`src/rtl/id_ex_if.sv`:
```
// rtl/id_ex_if.sv - decode-to-execute pipeline register bus
interface id_ex_if;
    logic [31:0] inst_i;
    logic [31:0] inst_addr_i;
    logic [31:0] op1_i;
    logic [31:0] op2_i;
    logic [4:0]  rd_addr_i;
    logic        reg_wen_i;
    logic        valid_i;
    logic        ready_o;
    logic        flush_i;
    logic [31:0] inst_o;
    logic [31:0] inst_addr_o;
    logic [31:0] op1_o;
    logic [31:0] op2_o;
    logic [4:0]  rd_addr_o;
    logic        reg_wen_o;
    logic        valid_o;
    logic        ready_i;

    modport slave (
        input  inst_i, inst_addr_i, op1_i, op2_i, rd_addr_i, reg_wen_i, valid_i, flush_i, ready_i,
        output inst_o, inst_addr_o, op1_o, op2_o, rd_addr_o, reg_wen_o, valid_o, ready_o
    );

    modport master (
        output inst_i, inst_addr_i, op1_i, op2_i, rd_addr_i, reg_wen_i, valid_i, flush_i, ready_i,
        input  inst_o, inst_addr_o, op1_o, op2_o, rd_addr_o, reg_wen_o, valid_o, ready_o
    );
endinterface

```
`src/rtl/id_ex.sv`:
```
// rtl/id_ex.sv - ID/EX pipeline register; ID_EX_SKID_EN selects a 2-entry skid buffer
module id_ex #(
    parameter logic [31:0] NOP_INST    = 32'h0000_0013,
    parameter logic [31:0] BUBBLE_ADDR = 32'h0000_0000
) (
    input  logic       clk,
    input  logic       rst_n,
    id_ex_if.slave     bus
);

    typedef struct packed {
        logic [31:0] inst;
        logic [31:0] addr;
        logic [31:0] op1;
        logic [31:0] op2;
        logic [4:0]  rd;
        logic        wen;
    } payload_t;

    localparam payload_t BUBBLE = payload_t'({NOP_INST, BUBBLE_ADDR, 32'd0, 32'd0, 5'd0, 1'b0});

    payload_t main_q, main_d;
    logic     main_valid_q, main_valid_d;
    payload_t in_pl;
    logic     drain;
    logic     accept;
    logic     ready;

    assign in_pl  = payload_t'({bus.inst_i, bus.inst_addr_i, bus.op1_i, bus.op2_i,
                                bus.rd_addr_i, bus.reg_wen_i});
    // Main entry is free to reload when empty or when execute consumes it this edge.
    assign drain  = !main_valid_q || bus.ready_i;
    assign accept = bus.valid_i && ready && !bus.flush_i;

`ifdef ID_EX_SKID_EN
    payload_t skid_q, skid_d;
    logic     skid_valid_q, skid_valid_d;

    // Registered ready: the only thing that can refuse input is an occupied skid entry.
    assign ready = !skid_valid_q;
`else
    // Single entry: accept whenever the held payload leaves this edge or nothing is held.
    assign ready = bus.ready_i || !main_valid_q;
`endif

    // Next-state: flush wins, then reload main (skid first, then input), else park input in skid.
    always_comb begin
        main_d       = main_q;
        main_valid_d = main_valid_q;
`ifdef ID_EX_SKID_EN
        skid_d       = skid_q;
        skid_valid_d = skid_valid_q;
`endif
        if (bus.flush_i) begin
            main_d       = BUBBLE;
            main_valid_d = 1'b0;
`ifdef ID_EX_SKID_EN
            skid_valid_d = 1'b0;
`endif
        end else if (drain) begin
`ifdef ID_EX_SKID_EN
            if (skid_valid_q) begin
                main_d       = skid_q;
                main_valid_d = 1'b1;
                skid_valid_d = 1'b0;
            end else
`endif
            if (accept) begin
                main_d       = in_pl;
                main_valid_d = 1'b1;
            end else begin
                main_d       = BUBBLE;
                main_valid_d = 1'b0;
            end
        end
`ifdef ID_EX_SKID_EN
        else if (accept) begin
            skid_d       = in_pl;
            skid_valid_d = 1'b1;
        end
`endif
    end

    // State registers; reset empties every entry and presents the bubble.
    always_ff @(posedge clk) begin
        if (!rst_n) begin
            main_q       <= BUBBLE;
            main_valid_q <= 1'b0;
`ifdef ID_EX_SKID_EN
            skid_q       <= BUBBLE;
            skid_valid_q <= 1'b0;
`endif
        end else begin
            main_q       <= main_d;
            main_valid_q <= main_valid_d;
`ifdef ID_EX_SKID_EN
            skid_q       <= skid_d;
            skid_valid_q <= skid_valid_d;
`endif
        end
    end

    assign bus.ready_o     = ready;
    assign bus.valid_o     = main_valid_q;
    assign bus.inst_o      = main_q.inst;
    assign bus.inst_addr_o = main_q.addr;
    assign bus.op1_o       = main_q.op1;
    assign bus.op2_o       = main_q.op2;
    assign bus.rd_addr_o   = main_q.rd;
    assign bus.reg_wen_o   = main_q.wen;

endmodule

```
`src/flat_wrapper.sv`:
```
// flat-port wrapper written by rule: the top's interface ports become plain ports
module id_ex_flat 
#(
    parameter logic [31:0] NOP_INST    = 32'h0000_0013,
    parameter logic [31:0] BUBBLE_ADDR = 32'h0000_0000
)
  (clk, rst_n, bus_inst_i, bus_inst_addr_i, bus_op1_i, bus_op2_i, bus_rd_addr_i, bus_reg_wen_i, bus_valid_i, bus_flush_i, bus_ready_i, bus_inst_o, bus_inst_addr_o, bus_op1_o, bus_op2_o, bus_rd_addr_o, bus_reg_wen_o, bus_valid_o, bus_ready_o);
  id_ex_if bus_i ();
  input  logic clk;
  input  logic rst_n;
  input wire logic [$bits(bus_i.inst_i)-1:0] bus_inst_i;
  input wire logic [$bits(bus_i.inst_addr_i)-1:0] bus_inst_addr_i;
  input wire logic [$bits(bus_i.op1_i)-1:0] bus_op1_i;
  input wire logic [$bits(bus_i.op2_i)-1:0] bus_op2_i;
  input wire logic [$bits(bus_i.rd_addr_i)-1:0] bus_rd_addr_i;
  input wire logic [$bits(bus_i.reg_wen_i)-1:0] bus_reg_wen_i;
  input wire logic [$bits(bus_i.valid_i)-1:0] bus_valid_i;
  input wire logic [$bits(bus_i.flush_i)-1:0] bus_flush_i;
  input wire logic [$bits(bus_i.ready_i)-1:0] bus_ready_i;
  output wire logic [$bits(bus_i.inst_o)-1:0] bus_inst_o;
  output wire logic [$bits(bus_i.inst_addr_o)-1:0] bus_inst_addr_o;
  output wire logic [$bits(bus_i.op1_o)-1:0] bus_op1_o;
  output wire logic [$bits(bus_i.op2_o)-1:0] bus_op2_o;
  output wire logic [$bits(bus_i.rd_addr_o)-1:0] bus_rd_addr_o;
  output wire logic [$bits(bus_i.reg_wen_o)-1:0] bus_reg_wen_o;
  output wire logic [$bits(bus_i.valid_o)-1:0] bus_valid_o;
  output wire logic [$bits(bus_i.ready_o)-1:0] bus_ready_o;
  assign bus_i.inst_i = bus_inst_i;
  assign bus_i.inst_addr_i = bus_inst_addr_i;
  assign bus_i.op1_i = bus_op1_i;
  assign bus_i.op2_i = bus_op2_i;
  assign bus_i.rd_addr_i = bus_rd_addr_i;
  assign bus_i.reg_wen_i = bus_reg_wen_i;
  assign bus_i.valid_i = bus_valid_i;
  assign bus_i.flush_i = bus_flush_i;
  assign bus_i.ready_i = bus_ready_i;
  assign bus_inst_o = bus_i.inst_o;
  assign bus_inst_addr_o = bus_i.inst_addr_o;
  assign bus_op1_o = bus_i.op1_o;
  assign bus_op2_o = bus_i.op2_o;
  assign bus_rd_addr_o = bus_i.rd_addr_o;
  assign bus_reg_wen_o = bus_i.reg_wen_o;
  assign bus_valid_o = bus_i.valid_o;
  assign bus_ready_o = bus_i.ready_o;
  id_ex #(.NOP_INST(NOP_INST), .BUBBLE_ADDR(BUBBLE_ADDR)) u_core (.clk(clk), .rst_n(rst_n), .bus(bus_i));
endmodule
```
`config.mk`:
```
export PLATFORM = sky130hd
export DESIGN_NAME = id_ex_flat
export DESIGN_NICKNAME = d
export VERILOG_FILES = /design/src/rtl/id_ex_if.sv /design/src/rtl/id_ex.sv /design/src/flat_wrapper.sv
export SDC_FILE = /design/constraint.sdc
export NUM_CORES = 1
export LEC_CHECK = 0
export CORE_MARGIN = 5
export CORE_UTILIZATION = 36
export DETAILED_ROUTE_END_ITERATION = 12
export PLACE_DENSITY = 0.77
export RECOVER_POWER = 25
export SYNTH_ARGS = -nofsm -noshare
export SYNTH_HDL_FRONTEND = slang
export SYNTH_SLANG_ARGS = --single-unit
```
`constraint.sdc`:
```
create_clock -name clk -period 1.08 [get_ports clk]
set_input_delay 0.27 -clock clk [delete_from_list [all_inputs] [get_ports clk]]
set_output_delay 0.27 -clock clk [all_outputs]
set_load 0.03 [all_outputs]
```
==> impl_results.md, run 1 <==
- Fin. Hold Viols: 0
- Period utilization: 133%
- Crit start category: register
- #FFs+latches synth: 135
- Syn Inst Count: 602
- Post-DP HPWL: 12400 um
- Worst Max-Slew Pin Slew: 295 ps
- CTS tree: done
- # rows: 44
- Peak supply drop: 1060 uV
- Placed instance area: 8270 sq um
- Final Slew Violations: 0
- Die area: 17400 sq um
- Vias: 6001
- Final WL: 23000 um
- Mapped Area: 5370 sq um
- Max Fclk: 696 MHz
- I/O Pins: 275
- WP data arrival: 1760 ps
- Violated checks: setup timing
- Placed cells: 1051
- Fillers: 853
- Crit-path max FO: 11
- DRC viols: 0
- Area of the core: 14600 sq um
- Synth top area cells: dfxtp_1, nand3_2, nand2_1
- Setup crit end kind: register
- Area share of the largest cell type after synthesis: 50.4%
- First-pass GRT wire length: 31900 um
- Antenna-violating nets left: 0
- Share of layout cells above drive strength 1: 63.5%
- Placer Congestion: 0.769
- Final WS setup: -357 ps
- Worst Skew: 9.18 ps
- H-tree levels: 4
- Register area: 2900 sq um
- Detailed Routing Iterations Pass 1: 5
- Synth cell count leaders: dfxtp_1, nand2_1, a21oi_1, nand3_1
- Die Span Y: 132 um
- Synth unique cells: 19
- Min Clock Period, post-route: 1440 ps
- Yosys top cell by area: dfxtp_1
- GR Overflow Total: 0
- Fraction of registers with async set/reset: 0%
- DRT iter0 DRCs: 301
- Finished Layout Cells: 1164
- Starting Density: 36.8%
- Syn_nets: 741
- Clock tree buffer depth: 2
- Design Area, Final: 11100 sq um
- CP Class: register to register
- EDFF count, synth: 0
- Routed wire per std cell: 19.8 um
- Worst Hold Class: input port to register
- P_leak: 0.00480 uW
- Relative slew slack: 80.3%
- Vias per cell: 5.16
- Die width: 132 um
- Total power: 14300 uW
- Multi-input logic area: 2770 sq um
- RSZ-0062 raised after global routing: yes
- Largest net degree at the start of global routing: 49
- Final Net Count: 1106
- Initial antenna violation count: 0
- Pwr/cell area: 1290 nW/um^2
- Setup-failing EPs final: 271
- CTS Hold Bufs: 0
- CTS Root Cell: clkbuf_16
- Num CTS Buffers: 17
- Antenna Cells: 0
- Sequential area share after synthesis: 50.4%
- Critical path required time: 1410 ps
- Clk Latency, worst-skew pair: 420 ps
- Port-buffer cells: 274
- Clock slew at reported path FFs: 60 ps
- Vias in the first global route: 5854
- Syn avg cell area: 8.91 sq um
- Most common cell in the netlist: dfxtp_1
- Layout area overhead: 106%
- Overall routing resource usage: 22.5%
- Clock Sinks: 135
- Status: complete, but fails checks
- Maxcap violations: 0
- Synthesis Warnings: 0
- Synth Flop Type: dfxtp_1
layer usage:
layer	global-route usage, %	share of wire [%]	vias to the layer above
met2	37.9	51	294
li1	-	-	2789
met3	7.94	7.8	40
met1	26.1	38	2878
met4	8.69	2.5	0
met5	0	0	-
critical path, cell delays in order (launching register included):
cell and delay [ps]:
dfxtp_4 340, nor2b_4 140, inv_8 60, buf_4 250, buf_4 210, nand3_1 130, a21oi_1 210
stage by stage:
step           utilization (%)  setup TNS [ps]  hold WS, ps  setup WS [ps]
2_1_floorplan                -          -14700          398           -124
3_3_place_gp              56.7          -66220          438           -526
3_5_place_dp              56.7          -68440          444           -562
4_1_cts                   68.9          -44130          317           -343
5_1_grt                   75.8          -57670          334           -426
6_report                  75.8          -45880          334           -357
logic make-up (layout without fill, tap and decap cells):
family | after synthesis | count (layout) | share of synthesized area, %
and+or+nand+nor | 273 | 273 | 27.3
DFF | 135 | 135 | 50.4
AOI/OAI and AO/OA | 134 | 134 | 16.0
buffers and inverters | 60 | 438 | 6.32
cell type report:
class | count | share of cell area, %
multi-input combinational | 407 | 25.1
tap | 184 | 2.08
timing repair buffer | 405 | 40.3
inverter | 1 | 0.102
sequential | 135 | 26.2
clock buffer | 23 | 4.51
clock inverter | 9 | 1.67
final timing paths:
kind / startpoint / endpoint / slack, ps / cells after the start
hold reg to reg: u_core.bus.inst_o[7] / u_core.bus.inst_o[7] / 450 / 2
setup / recovery: u_core.bus.valid_o / u_core.bus.inst_addr_o[28] / -360 / 6
setup reg to reg: u_core.bus.valid_o / u_core.bus.inst_addr_o[28] / -360 / 6
hold / removal: bus_valid_i / u_core.bus.inst_o[6] / 330 / 4
cell usage in the layout, fill, tap and decap left out, types with 2 or more instances in the layout:
master,count
nand2_4,35
clkbuf_1,2
dfxtp_4,12
nor3b_2,3
nand3_1,79
bufinv_16,5
o21ai_1,3
nor2_1,4
buf_8,2
clkbuf_16,24
clkdlybuf4s50_1,137
a21oi_2,80
nand3_2,52
buf_6,138
buf_12,24
a21oi_1,51
buf_4,91
nand2_1,81
dfxtp_2,123
clkinv_4,3
nand2_2,15
buf_16,7
clkbuf_8,3
flip-flops by register name (all words and copies together), names as in the netlist:
register and flops:
u_core.bus.inst_addr_o 32, u_core.bus.inst_o 32, u_core.bus.op1_o 32, u_core.bus.op2_o 32, u_core.bus.rd_addr_o 5, u_core.bus.reg_wen_o 1
u_core.bus.valid_o 1
where the power goes:
part	total [uW]	switching, uW	internal (uW)
sequential	5240	115	5120
clock	6760	2310	4450
combinational	2280	1070	1210
total	14300	3490	10800
what timing repair did:
item	4_1_cts	5_1_grt
setup buffers	24	45
pin swaps	0	84
gates resized for setup	281	145
cloned	6	6
setup endpoints to repair	269	271
Note: power is estimated with default switching activity, not from simulation.
==> run 2, diff against run 1 <==
--- a/config.mk
+++ b/config.mk
@@ -8,6 +8,7 @@
 export CORE_MARGIN = 5
 export CORE_UTILIZATION = 36
 export DETAILED_ROUTE_END_ITERATION = 12
+export MAX_ROUTING_LAYER = met4
 export PLACE_DENSITY = 0.77
 export RECOVER_POWER = 25
 export SYNTH_ARGS = -nofsm -noshare
==> run 2 against run 1 <==
Core utilization is 0.069 points lower; the run still ends with setup timing left; clock skew increased by 5.9 ps; largest cell class unchanged; sequential share of layout area barely moved; worst setup slack worse by 20 ps; wire length grew 2.0%.
==> impl_results.md, run 2 (synthesis gave the netlist of run 1 again) <==
- Register area: 2900 sq um
- Placer Congestion: 0.779
- Antenna Cells: 0
- Num CTS Buffers: 17
- Vias per cell: 5.13
- GR Overflow Total: 0
- Setup crit end kind: register
- Grt met2 use: 37.8%
- Share of layout cells above drive strength 1: 63.1%
- Max stage delay on crit path: 340 ps
- Total power: 14300 uW
- Die Span Y: 132 um
- Hold Crit Depth: 4
- FF-to-FF Start: u_core.bus.valid_o
- Largest net degree at the start of global routing: 49
- Setup-failing EPs final: 271
- Period utilization: 135%
- Clock Sinks: 135
- # rows: 44
- GR met1 Demand/Resource: 27.4%
- Violated checks: setup timing
- GRT busiest layer: met2
- DRT iter0 DRCs: 310
- Pwr/cell area: 1290 nW/um^2
- Final WL: 23500 um
- Relative slew slack: 81.1%
- Worst Max-Slew Pin Slew: 283 ps
- Critical Path Source: u_core.bus.valid_o
- Max Fclk: 687 MHz
- Area of the core: 14600 sq um
- Die width: 132 um
- CP Class: register to register
- Status: complete, but fails checks
- DRC viols: 0
- P_leak: 0.00477 uW
- CTS tree: done
- Clock slew at reported path FFs: 60 ps
- Clock tree buffer depth: 2
- Overall routing resource usage: 23.2%
- Routed wire per std cell: 20.1 um
- First-pass GRT wire length: 31700 um
- Finished Layout Cells: 1165
- H-tree levels: 4
- Fin. Hold Viols: 0
- Met3 usage: 6.11%
- Detailed Routing Iterations Pass 1: 4
- Maxcap violations: 0
- Worst hold start: bus_valid_i
- Setup slack, reg-to-reg: -380 ps
- Fillers: 854
- WP data arrival: 1780 ps
- CTS Hold Bufs: 0
- Multi-input logic area: 2740 sq um
- Post-DP HPWL: 12400 um
- Layout area overhead: 106%
- Worst Hold Class: input port to register
- Layout Utilization: 75.7%
- RSZ-0062 raised after global routing: yes
- Initial antenna violation count: 0
- Min Clock Period, post-route: 1460 ps
- Most common cell after layout, fill and taps aside: buf_6
- CTS Root Cell: clkbuf_16
- Critical path required time: 1400 ps
- Most frequent cells in the layout: buf_6, clkdlybuf4s50_1, dfxtp_2, buf_4
- Worst Skew: 15.0 ps
- Cells along the critical path: nor2b_4 > inv_8 > buf_4 > buf_4 > nand3_1 > a21oi_1
- CP dominant cell by count: buf_4
- Die area: 17400 sq um
- Final WS setup: -376 ps
- Cell count along the critical path: 6
- Final Slew Violations: 0
- Fin Setup TNS: -47400 ps
- Clk Latency, worst-skew pair: 430 ps
- Port-buffer cells: 274
- Crit-path max FO: 11
- CP max stage cell: dfxtp_4
- Final Net Count: 1107
- Top delay family on crit path: buffers and inverters
- Vias: 5982
- Crit start category: register
- Worst r2r path cells: 6
- I/O Pins: 275
- Vias in the first global route: 5877
- Placement Setup Slack: -562 ps
- Antenna-violating nets left: 0
- Bufs and invs on worst path: 3
- Placed cells: 1051
- Peak supply drop: 1070 uV
- Starting Density: 36.8%
[run 2: repair_timing]
action,CTS,global route
cloned,6,6
pin swaps,0,79
buffers inserted,24,46
endpoints found under the setup margin,269,271
resized for setup,281,138
[run 2: worst min-delay path, cell delays in order]
cell	delay [ps]
buf_4	140
buf_12	150
nand3_1	80
a21oi_1	60
[run 2: cell type report]
cell class              count  share of cell area [%]
clock buffers              23                    4.52
clock inverters             9                    1.68
inverters                   1                   0.102
multi-input cells         407                    24.8
flip-flops and latches    135                    26.2
well taps                 184                    2.08
repair buffers            406                    40.6
[run 2: worst paths after layout]
kind                                endpoint
setup / recovery  u_core.bus.inst_addr_o[28]
hold / removal       u_core.bus.rd_addr_o[4]
setup reg to reg  u_core.bus.inst_addr_o[28]
hold reg to reg         u_core.bus.inst_o[7]
[run 2: where the power goes]
group          total [uW]  leakage (uW)  internal, uW  switching, uW
Combinational        2290       0.00328          1220           1070
Clock                6770      0.000333          4450           2320
Sequential           5240       0.00116          5130            114
[run 2: per-stage QoR]
step | area, sq um | hold slack [ps]
after global placement | 8270 | 438
after floorplan | 5420 | 398
after CTS | 10100 | 317
after detailed placement | 8270 | 444
final | 11100 | 334
after global routing | 11100 | 334
[run 2: per-layer routing]
metal | part of all wire, % | vias up | wire length [um]
li1 | - | 2782 | -
met2 | 51 | 273 | 12100
met3 | 7.5 | 39 | 1760
met1 | 39 | 2888 | 9090
met4 | 2.3 | 0 | 532
met5 | 0 | - | 0
==> run 3, diff against run 2 <==
--- a/config.mk
+++ b/config.mk
@@ -9,7 +9,7 @@
 export CORE_UTILIZATION = 36
 export DETAILED_ROUTE_END_ITERATION = 12
 export MAX_ROUTING_LAYER = met4
-export PLACE_DENSITY = 0.77
+export PLACE_DENSITY_LB_ADDON = 0.12
 export RECOVER_POWER = 25
 export SYNTH_ARGS = -nofsm -noshare
 export SYNTH_HDL_FRONTEND = slang
==> run 3 against run 2 <==
Die area did not move; core utilization fell by 6.0 points; register-to-register slack improved by 70 ps; critical path depth fell by 3; highest routed layer unchanged; wire length fell by 15%; the flow still finishes with violations (setup timing); critical endpoint is now bus_ready_o; total power fell by 9.4%; count of clock-buffer cells in the layout did not move; worst setup slack improved by 56 ps; combinational power fell by 10%; global-route usage fell by 1.5 points; non-clock buffer count fell by 40; clock skew fell by 8.5 ps.
==> impl_results.md, run 3 (synthesis gave the netlist of run 1 again) <==
- Num CTS Buffers: 17
- Final WS setup: -320 ps
- CP max stage cell: dfxtp_4
- CTS Root Cell: clkbuf_16
- Vias: 5629
- P_leak: 0.00403 uW
- Most frequent cells in the layout: clkdlybuf4s50_1, buf_6, dfxtp_2, nand2_1, nand3_1
- Clk Latency, worst-skew pair: 410 ps
- GR Overflow Total: 0
- Pwr/cell area: 1270 nW/um^2
- Area of the core: 14600 sq um
- Vias per cell: 5.00
- Placer Congestion: 0.787
- Starting Density: 36.8%
- Status: complete, but fails checks
- Fillers: 1114
- Port-buffer cells: 274
- Maxcap violations: 0
- Overall routing resource usage: 21.7%
- Violated checks: setup timing
- Setup crit end kind: output pin
- Setup-failing EPs final: 271
- CTS tree: done
- Post-DP HPWL: 12800 um
- Max Fclk: 714 MHz
- Placement Setup Slack: -517 ps
- Peak supply drop: 996 uV
- CP Class: register to output pin
- # rows: 44
- DRT iter0 DRCs: 251
- Vias in the first global route: 5639
- Clock Sinks: 135
- I/O Pins: 275
- Detailed Routing Iterations Pass 1: 5
- Clock slew at reported path FFs: 60 ps
- Top delay family on crit path: flip-flops
- Final Net Count: 1067
- Design Area, Final: 10200 sq um
- Die area: 17400 sq um
- Antenna Cells: 0
- WP data arrival: 1130 ps
- Routed wire per std cell: 17.7 um
- Final WL: 19900 um
- Largest net degree at the start of global routing: 48
- Share of layout cells above drive strength 1: 54.3%
- H-tree levels: 4
- RSZ-0062 raised after global routing: yes
- Initial antenna violation count: 0
- Critical path required time: 810 ps
- Layout Utilization: 69.8%
- Bufs and invs on worst path: 2
- First-pass GRT wire length: 29900 um
- Clock tree buffer depth: 2
- Layout area overhead: 89.8%
- Worst Skew: 6.55 ps
- Crit-path max FO: 2
- Die width: 132 um
- Worst Hold Class: input port to register
- Antenna-violating nets left: 0
- Crit start category: register
- Placed instance area: 8150 sq um
- DRC viols: 0
- Fin. Hold Viols: 0
- Final Slew Violations: 0
- Worst Max-Slew Pin Slew: 277 ps
- Cells along the critical path: nor2b_4 > inv_6 > buf_12
- Die Span Y: 132 um
- Min Clock Period, post-route: 1400 ps
- Max stage delay on crit path: 340 ps
- Relative slew slack: 81.5%
- Period utilization: 130%
run 3: timing repair:
| item | in CTS | in global routing |
|---|---|---|
| pin swaps | 1 | 7 |
| gates cloned | 3 | 6 |
| setup buffers | 21 | 33 |
| gates resized for setup | 281 | 28 |
| hold buffers | 0 | 0 |
| setup endpoints to repair | 271 | 271 |
run 3: layer usage:
layer	track usage, %	routed length (um)	part of all wire [%]
met5	-	0	0
met4	9.20	586	2.9
met3	7.10	1480	7.4
met2	35.3	9960	50
met1	24.5	7870	40
run 3: per-stage QoR:
step	std cells	setup TNS, ps	hold WS (ps)	total power, uW
final	1125	-40750	326	13000
after global routing	1125	-53420	327	13400
after CTS	1086	-43630	314	13000
after detailed placement	1030	-61790	447	7100
after global placement	1030	-59470	440	7070
after floorplan	602	-14700	398	6130
run 3: path summary, 6_finish.rpt:
check | startpoint | end | slack [ps] | cells past startpoint
max reg2reg | u_core.bus.valid_o | u_core.bus.inst_addr_o[13] | -310 | 6
max | u_core.bus.valid_o | bus_ready_o | -320 | 3
min reg2reg | u_core.bus.inst_o[2] | u_core.bus.inst_o[2] | 460 | 2
min | bus_valid_i | u_core.bus.op1_o[7] | 330 | 4
run 3: power by group:
| part | switching (uW) | leakage (uW) | internal, uW |
|---|---|---|---|
| Clock | 2090 | 0.000283 | 3560 |
| Combinational | 945 | 0.00259 | 1110 |
| Sequential | 103 | 0.00116 | 5150 |
| Total | 3140 | 0.00403 | 9820 |
run 3: area by class of cell:
class | count | area [sq um] | area share, %
sequential | 135 | 2880 | 28.3
inverter | 1 | 8.76 | 0.0860
multi-input combinational | 407 | 2390 | 23.5
timing repair buffer | 366 | 4100 | 40.2
tap | 184 | 230 | 2.26
clock buffer | 23 | 478 | 4.69
clock inverter | 9 | 100 | 0.983
run 3: worst min-delay path, cell delays in order:
cell     delay [ps]
buf_4           150
buf_12          160
nand3_2          80
a21oi_2          40
